**src/rtl/ram_bist_pkg.sv**
```systemverilog
// Shared definitions for the router FIFO RAM BIST: March C- element table and
// controller state encoding.
package ram_bist_pkg;

    typedef enum logic [2:0] {
        E0 = 3'd0,
        E1 = 3'd1,
        E2 = 3'd2,
        E3 = 3'd3,
        E4 = 3'd4,
        E5 = 3'd5
    } march_elem_e;

    typedef enum logic [1:0] {
        IDLE  = 2'd0,
        RUN   = 2'd1,
        DRAIN = 2'd2,
        DONE  = 2'd3
    } state_e;

    localparam int NUM_ELEMS = 6;

    // One bit per element, indexed by march_elem_e.
    localparam logic [NUM_ELEMS-1:0] ELEM_DOWN   = 6'b011000;
    localparam logic [NUM_ELEMS-1:0] ELEM_HAS_RD = 6'b111110;
    localparam logic [NUM_ELEMS-1:0] ELEM_HAS_WR = 6'b011111;
    localparam logic [NUM_ELEMS-1:0] ELEM_RD_POL = 6'b010100;
    localparam logic [NUM_ELEMS-1:0] ELEM_WR_POL = 6'b001010;

    function automatic logic [1:0] elem_ops(input march_elem_e e);
        return 2'(ELEM_HAS_RD[e]) + 2'(ELEM_HAS_WR[e]);
    endfunction

endpackage

```
**src/rtl/bist_march_seq.sv**
```systemverilog
// March C- address/element sequencer: holds the next op to issue and advances
// one op per step, wrapping addresses to the next element's start.
module bist_march_seq
    import ram_bist_pkg::*;
#(
    parameter int DEPTH  = 4,
    parameter int ADDR_W = $clog2(DEPTH)
) (
    input  logic              clk,
    input  logic              reset,
    input  logic              restart,
    input  logic              step,
    output march_elem_e       elem,
    output logic [ADDR_W-1:0] addr,
    output logic              phase,
    output logic              last
);

    localparam logic [ADDR_W-1:0] ADDR_MAX = ADDR_W'(DEPTH - 1);

    logic        elem_end;
    march_elem_e elem_nxt;

    // NOTE: every signal written here gets a value before any branch, so no latch can be inferred.
    always_comb begin
        elem_end = ELEM_DOWN[elem] ? (addr == '0) : (addr == ADDR_MAX);
        elem_nxt = (elem == E5) ? E0 : march_elem_e'(elem + 3'd1);
        last     = (elem == E5) && elem_end;
    end

    // NOTE: state registers use non-blocking assignments so all flops update from pre-edge values.
    always_ff @(posedge clk or posedge reset) begin
        if (reset) begin
            elem  <= E0;
            addr  <= '0;
            phase <= 1'b0;
        end else if (step) begin
            if (elem_ops(elem) == 2'd2 && !phase) begin
                phase <= 1'b1;
            end else begin
                phase <= 1'b0;
                if (elem_end) begin
                    elem <= elem_nxt;
                    addr <= ELEM_DOWN[elem_nxt] ? ADDR_MAX : '0;
                end else begin
                    addr <= ELEM_DOWN[elem] ? addr - ADDR_W'(1) : addr + ADDR_W'(1);
                end
            end
        end else if (restart) begin
            elem  <= E0;
            addr  <= '0;
            phase <= 1'b0;
        end
    end

endmodule

```
**src/rtl/ram_bist_ctrl.sv**
```systemverilog
// March C- BIST controller for the router FIFO RAM: issues one op per cycle,
// compares read data one cycle later and records the first mismatch.
module ram_bist_ctrl
    import ram_bist_pkg::*;
#(
    parameter int DEPTH  = 4,
    parameter int WIDTH  = 64,
    parameter int ADDR_W = $clog2(DEPTH)
) (
    input  logic              clk,
    input  logic              reset,
    input  logic              start,
    output logic              busy,
    output logic              done,
    output logic              pass,
    output logic [ADDR_W-1:0] fail_addr,
    output logic [2:0]        fail_elem,
    output logic              bist_en,
    output logic              bist_we,
    output logic [ADDR_W-1:0] bist_addr,
    output logic [WIDTH-1:0]  bist_wr_data,
    input  logic [WIDTH-1:0]  bist_rd_data
);

    state_e             state, state_d;
    logic               issue, mismatch, last_issued, seq_rd;
    march_elem_e        seq_elem, op_elem, cmp_elem;
    logic [ADDR_W-1:0]  seq_addr, cmp_addr;
    logic               seq_phase, seq_last;
    logic               op_exp, cmp_valid, cmp_exp;

    bist_march_seq #(.DEPTH(DEPTH), .ADDR_W(ADDR_W)) u_seq (
        .clk     (clk),
        .reset   (reset),
        .restart (!issue),
        .step    (issue),
        .elem    (seq_elem),
        .addr    (seq_addr),
        .phase   (seq_phase),
        .last    (seq_last)
    );

    always_comb begin
        state_d  = state;
        issue    = 1'b0;
        seq_rd   = ELEM_HAS_RD[seq_elem] && !seq_phase;
        mismatch = cmp_valid && (state == RUN || state == DRAIN)
                   && (bist_rd_data != {WIDTH{cmp_exp}});
        case (state)
            IDLE, DONE: begin
                if (start) begin
                    state_d = RUN;
                    issue   = 1'b1;
                end
            end
            RUN: begin
                if (mismatch)         state_d = DONE;
                else if (last_issued) state_d = DRAIN;
                else                  issue   = 1'b1;
            end
            DRAIN:   state_d = DONE;
            default: state_d = IDLE;
        endcase
    end

    always_ff @(posedge clk or posedge reset) begin
        if (reset) state <= IDLE;
        else       state <= state_d;
    end

    // Issue stage: the op presented to the macro, with its expected read polarity.
    always_ff @(posedge clk or posedge reset) begin
        if (reset) begin
            last_issued  <= 1'b0;
            bist_en      <= 1'b0;
            bist_we      <= 1'b0;
            bist_addr    <= '0;
            bist_wr_data <= '0;
            op_elem      <= E0;
            op_exp       <= 1'b0;
        end else begin
            last_issued <= issue && seq_last;
            bist_en     <= issue;
            if (issue) begin
                bist_we      <= !seq_rd;
                bist_addr    <= seq_addr;
                bist_wr_data <= {WIDTH{ELEM_WR_POL[seq_elem]}};
                op_elem      <= seq_elem;
                op_exp       <= ELEM_RD_POL[seq_elem];
            end else begin
                bist_we <= 1'b0;
            end
        end
    end

    // Compare stage lines up with read data returning one cycle after the read.
    always_ff @(posedge clk or posedge reset) begin
        if (reset) begin
            cmp_valid <= 1'b0;
            cmp_exp   <= 1'b0;
            cmp_addr  <= '0;
            cmp_elem  <= E0;
        end else begin
            cmp_valid <= bist_en && !bist_we;
            cmp_exp   <= op_exp;
            cmp_addr  <= bist_addr;
            cmp_elem  <= op_elem;
        end
    end

    always_ff @(posedge clk or posedge reset) begin
        if (reset) begin
            busy      <= 1'b0;
            done      <= 1'b0;
            pass      <= 1'b0;
            fail_addr <= '0;
            fail_elem <= '0;
        end else begin
            busy <= (state_d == RUN) || (state_d == DRAIN);
            if (state_d == RUN && state != RUN) begin
                done      <= 1'b0;
                pass      <= 1'b0;
                fail_addr <= '0;
                fail_elem <= '0;
            end else if (state_d == DONE && state != DONE) begin
                done <= 1'b1;
                pass <= !mismatch;
                if (mismatch) begin
                    fail_addr <= cmp_addr;
                    fail_elem <= cmp_elem;
                end
            end
        end
    end

endmodule

```
**config.mk**
```make
export PLATFORM = sky130hd
export DESIGN_NAME = ram_bist_ctrl
export DESIGN_NICKNAME = d
export VERILOG_FILES = /design/src/rtl/ram_bist_pkg.sv /design/src/rtl/bist_march_seq.sv /design/src/rtl/ram_bist_ctrl.sv
export SDC_FILE = /design/constraint.sdc
export NUM_CORES = 1
export LEC_CHECK = 0
export CAP_MARGIN = 5
export CORE_UTILIZATION = 41
export CTS_CLUSTER_SIZE = 10
export DETAILED_ROUTE_END_ITERATION = 8
export GPL_TIMING_DRIVEN = 0
export PLACE_DENSITY = 0.82
export SETUP_SLACK_MARGIN = 0.1
export SLEW_MARGIN = 40
export SYNTH_ARGS = -nofsm -noshare
export SYNTH_HDL_FRONTEND = slang
export SYNTH_SLANG_ARGS = --single-unit
```
**constraint.sdc**
```tcl
create_clock -name clk -period 5.5 [get_ports clk]
set_clock_uncertainty 0.2 [all_clocks]
set_input_delay 0.55 -clock clk [delete_from_list [all_inputs] [get_ports clk]]
set_output_delay 0.55 -clock clk [all_outputs]
set_load 0.03 [all_outputs]
```
==> results of run 1 <==
-- layer usage --
metal | track usage | share of wire
met1 | 0.268 | 0.41
met2 | 0.383 | 0.51
met3 | 0.0609 | 0.071
met4 | 0.0545 | 0.015
met5 | 0 | 0
-- path summary, 6_finish.rpt --
kind	slack, ns	endpoint	start
setup / recovery	2.07	fail_elem[1]$_DFFE_PP0P_	bist_rd_data[18]
hold / removal	0.17	cmp_elem[2]$_DFF_PP0_	op_elem[2]$_DFFE_PP0P_
setup reg to reg	2.22	fail_elem[1]$_DFFE_PP0P_	cmp_exp$_DFF_PP0_
hold reg to reg	0.17	cmp_elem[2]$_DFF_PP0_	op_elem[2]$_DFFE_PP0P_
max in group asynchronous	4.09	bist_wr_data[0]$_DFFE_PP0P_	reset
min in group asynchronous	0.50	busy$_DFF_PP0_	reset
-- layout make-up --
| type | count | area (um2) | area share |
|---|---|---|---|
| timing repair buffer | 142 | 1420 | 0.351 |
| inverter | 12 | 45.0 | 0.0111 |
| buffer | 73 | 518 | 0.128 |
| clock buffer | 7 | 96.3 | 0.0238 |
| multi-input combinational | 152 | 1040 | 0.257 |
| clock inverter | 1 | 5.00 | 0.00124 |
| sequential | 33 | 830 | 0.205 |
| tap | 72 | 90.1 | 0.0223 |
-- cell usage after synthesis, drive strengths merged --
cell type,instances
nor3b,1
or3,9
nand3,9
nand2,18
mux2,7
nor4,11
mux2i,6
nand2b,4
a211oi,2
nand4,8
o21ai,5
inv,12
a31oi,6
a2111oi,1
o21a,4
a21o,1
or4,8
mux4,1
nor2b,5
clkbuf,9
o22ai,5
a221o,1
nor2,15
ha,4
a311oi,1
or3b,1
dfrtp,33
buf,64
a21oi,8
nor3,11
-- cell families after synthesis --
family | after synthesis
DFF | 33
and+or+nand+nor | 100
muxes | 14
buffers and inverters | 85
adders and majority gates | 4
AOI/OAI and AO/OA | 34
-- flip-flops by register name, summed over array words and instances, names as in the netlist --
| signal | cells |
|---|---|
| cmp_valid | 1 |
| done | 1 |
| busy | 1 |
| fail_addr | 2 |
| last_issued | 1 |
| op_exp | 1 |
| u_seq.addr | 2 |
| u_seq.elem | 3 |
| cmp_addr | 2 |
| bist_wr_data | 1 |
| fail_elem | 3 |
| u_seq.phase | 1 |
| pass | 1 |
| bist_en | 1 |
| bist_we | 1 |
| state | 2 |
| cmp_exp | 1 |
| cmp_elem | 3 |
| bist_addr | 2 |
| op_elem | 3 |
-- per-stage QoR --
step / instances / hold WS [ns] / area [um2]
after global placement: 484 / 0.156 / 3940
after detailed placement: 484 / 0.156 / 3950
after floorplan: 270 / 0.149 / 2430
after global routing: 492 / 0.193 / 4050
after CTS: 492 / 0.173 / 4050
final: 492 / 0.166 / 4050
-- power by group --
group,switching [W],internal [W]
Combinational,0.000886,0.000855
Clock,0.0000857,0.000113
Sequential,0.0000913,0.000305
Total,0.00106,0.00127
-- critical path: cells and delay by family --
kind / cells / cell delay [ns]
buffers and inverters: 1 / 0.42
muxes: 1 / 0.16
and+or+nand+nor: 6 / 1.67
AOI/OAI and AO/OA: 2 / 0.37
adders and majority gates: 1 / 0.19
==> results_dict.tcl, run 1 <==
set metrics [dict create \
    crit_required_ns 5.44 \
    synth_warnings 0 \
    synth_fa_ha_area_frac 0.0206 \
    rows 27 \
    finalSetupViolCount 0 \
    fillerInstances 425 \
    netlist_top_cells_area "dfrtp_1 34%, buf_4 19%, nand2_1 2.8%" \
    dp_hpwl_mm 5.46 \
    die_w_um 79.0 \
    cts.clk_slew.worst_paths_ns 0.07 \
    synth_compound_area_frac 0.0973 \
    yosys.area_share.xor_xnor 0 \
    initialDrtViolationCount 84 \
    cts_tree "yes" \
    outcome "completed" \
    synth-seq-area-share 0.340 \
    pre_cts_ws_ns 1.78 \
    grt_overflow 0 \
    synthMuxAreaShare 0.0680 \
    setup_ws_ns 2.07 \
    relSlewSlack 0.546 \
    p_per_area_nw_per_um2 577 \
    grt_max_degree 66 \
    dieHeight_um 79.0 \
    fmax_mhz 292 \
    ctsHtreeMaxLevel 2 \
    synth_nets 341 \
    drive_above_1_share 0.219 \
    ff2ff_path_depth 11 \
    period_minus_slack_ns 3.43 \
    antenna_found_initial 0 \
    antenna_left 0 \
    post_cts_resized 0 \
    synth_area_um2 2430 \
    tightest_slew_ns 0.680 \
    routabilityCongestion 0.916 \
    first_global_vias 2159 \
    area.growth.synth_to_final_pct 66.5 \
    final_util 0.722 \
    clockBufferDepth 2 \
    hold_depth 0 \
    timing.final.crit_share 0.624 \
    portBuffers 142 \
    final_cell_mix "142 x clkdlybuf4s50_1, 63 x buf_4, 32 x dfrtp_1" \
    crit_slowest_cell "or4_4" \
    synth_top_family_by_area "simple AND/OR/NAND/NOR gates" \
    rsz0062_at_grt "false" \
    p_leak_nw 1.68 \
    arrival_ns 3.37 \
    core_area_um2 5610 \
    cp-start-kind "input pin" \
    dr_total_vias 2337 \
    die-area_um2 6240 \
    cts.sinks 33 \
    cts_root_buf "clkbuf_8" \
    final_common_cell "clkdlybuf4s50_1" \
    antenna_cells 0 \
    syn_inst 270 \
    worstHoldPathType "reg2reg" \
    ios 143 \
    avgRoutedWirePerCell_um 14.0 \
    yosys.area_share.simple 0.243 \
    numCtsBuffers 5 \
    clock_latency_ns 0.28 \
    fin_total_pwr_w 0.00234 \
    grt_pass1_wl_mm 10.8 \
    wl_mm 6.87 \
    path_max_fanout 6 \
    cts-hold-fix-buffers 0 \
    synth.avg_cell_area_um2 9.00 \
    maxCapViolCount 0 \
    tns_ns 0 \
    post-route-drc-count 0 \
    worstSetupPathType "in2reg" \
    firstDrtPassIters 4 \
    yosysTopAreaCell "dfrtp_1" \
    max_stage_delay_ns 0.54 \
    slew_viol_final 0 \
    ir_drop_mv 0.509 \
    vias_per_cell 4.75 \
    synth_cell_type_count 36 \
    post_cts_buffers 0 \
    fin_nets 490 \
    path_cells "clkdlybuf4s50_1 -> or4_4 -> nor4_2 -> o22ai_1 -> nor4_4 -> nor2_1 -> o21a_1 -> ha_1 -> nor2b_1 -> nor3b_2 -> mux2i_1" \
    hold_viol 0 \
    start_util 0.433 \
    cp-end-kind "flip-flop" \
    track_usage 0.220 \
    synth_seq_cells 33 \
    synth_top_area_frac 0.340 \
]
Power figures use the tool's default switching activity.
==> inputs of run 2 (changes only) <==
Settings changed: CORE_UTILIZATION 41 to 35, PLACE_DENSITY 0.82 to 0.74.
Clock period 5.5 ns to 2.99 ns, I/O delays scaled along.
==> run 2 against run 1 <==
Net effect:
- largest cell class unchanged
- global-route usage is 3.2 points lower
- clock-buffer cell count is the same
- clock power increased by 83%
- core utilization decreased by 8.4 points
- sequential cell count unchanged
- wire length grew 5.3%
- setup slack got worse by 2.0 ns
- cell area rose by 6.4%
- via count up 4.3%
- sequential power grew 82%
- critical endpoint is now fail_addr[1]$_DFFE_PP0P_
==> results_dict.tcl, run 2 (synthesis gave the netlist of run 1 again) <==
set metrics [dict create \
    p_leak_nw 1.85 \
    antenna_cells 0 \
    rrSetupSlack_ns 0.11 \
    worstSetupPathType "in2reg" \
    dieHeight_um 85.3 \
    slew_viol_final 0 \
    worstHoldPathType "reg2reg" \
    grt_overflow 0 \
    cp-start-kind "input pin" \
    ios 143 \
    start_util 0.360 \
    ir_drop_mv 0.514 \
    fin_total_pwr_w 0.00432 \
    setup_ws_ns 0.102 \
    core_area_um2 6760 \
    cts-hold-fix-buffers 0 \
    clockBufferDepth 2 \
    area.growth.synth_to_final_pct 77.2 \
    hold_viol 0 \
    grt_pass1_wl_mm 11.0 \
    grt_max_degree 66 \
    rsz0062_at_grt "true" \
    fin_nets 497 \
    track_usage 0.189 \
    die-area_um2 7280 \
    tightest_slew_ns 0.672 \
    cts.clk_slew.worst_paths_ns 0.06 \
    finalSetupViolCount 0 \
    antenna_found_initial 0 \
    avgRoutedWirePerCell_um 14.3 \
    cts_tree "yes" \
    clock_latency_ns 0.28 \
    first_global_vias 2341 \
    cp-end-kind "flip-flop" \
    outcome "completed" \
    numCtsBuffers 5 \
    fmax_mhz 346 \
    firstDrtPassIters 4 \
    crit_required_ns 2.94 \
    post-route-drc-count 0 \
    ctsHtreeMaxLevel 2 \
    relSlewSlack 0.552 \
    maxCapViolCount 0 \
    timing.final.crit_share 0.966 \
    path_max_fanout 6 \
    rows 30 \
    antenna_left 0 \
    p_per_area_nw_per_um2 1000 \
    dp_hpwl_mm 5.31 \
    die_w_um 85.3 \
    initialDrtViolationCount 89 \
    cts_root_buf "clkbuf_8" \
    drive_above_1_share 0.286 \
    vias_per_cell 4.81 \
    period_minus_slack_ns 2.89 \
    portBuffers 142 \
    wl_mm 7.24 \
    pre_cts_ws_ns -0.532 \
    cts.sinks 33 \
    dr_total_vias 2438 \
    arrival_ns 2.84 \
    final_common_cell "clkdlybuf4s50_1" \
    final_cell_mix "136 x clkdlybuf4s50_1, 68 x buf_4, 31 x dfrtp_1" \
    routabilityCongestion 0.843 \
]
## run 2: worst max-delay path: stages
cell and delay [ns]:
clkdlybuf4s50_1 0.46, or4_4 0.52, nor4_4 0.16, o22ai_2 0.14, nor4_4 0.37, nor2_2 0.08
o21a_1 0.19, ha_2 0.18, nor2b_4 0.13, nor3b_4 0.18, mux2i_1 0.13
## run 2: layout make-up
cell class                      instances  area (um2)
Clock inverter                          1        5.00
Fill cell                             543        2450
Multi-Input combinational cell        152        1210
Tap cell                               80         100
Buffer                                 73         529
Inverter                               12        45.0
Timing Repair Buffer                  149        1490
Sequential cell                        33         831
Clock buffer                            7        96.3
## run 2: final timing paths
path / start / to / depth (start not counted)
setup / recovery: bist_rd_data[58] / fail_addr[1]$_DFFE_PP0P_ / 11
hold / removal: op_elem[2]$_DFFE_PP0P_ / cmp_elem[2]$_DFF_PP0_ / 0
setup reg to reg: cmp_exp$_DFF_PP0_ / fail_addr[1]$_DFFE_PP0P_ / 12
hold reg to reg: op_elem[2]$_DFFE_PP0P_ / cmp_elem[2]$_DFF_PP0_ / 0
max in group asynchronous: reset / bist_wr_data[0]$_DFFE_PP0P_ / 2
min in group asynchronous: reset / state[1]$_DFF_PP0_ / 2
## run 2: power by group
part,internal [W],total [W],switching (W)
combinational,0.00160,0.00323,0.00163
sequential,0.000561,0.000723,0.000161
clock,0.000208,0.000365,0.000157
total,0.00236,0.00432,0.00195
## run 2: per-stage QoR
step           setup TNS (ns)  instances  cell area, um2  utilization  hold WS [ns]
3_3_place_gp            -3.48        492            3950        0.585         0.155
2_1_floorplan               0        270            2430            -         0.149
3_5_place_dp            -3.92        492            3960        0.585         0.163
5_1_grt              -0.00753        507            4310        0.637         0.186
6_report                    0        507            4310        0.637         0.174
4_1_cts                     0        506            4150        0.615         0.177
## run 2: timing repair
action,in CTS,in global routing
setup buffers,6,1
gates resized for setup,14,28
cloned,0,0
pin swaps,16,4
setup endpoints to repair,7,10
## run 2: layer usage
layer	GRT usage	wire, um
met3	0.0486	458
met4	0.0545	72
met2	0.364	3920
met5	0	0
met1	0.200	2790
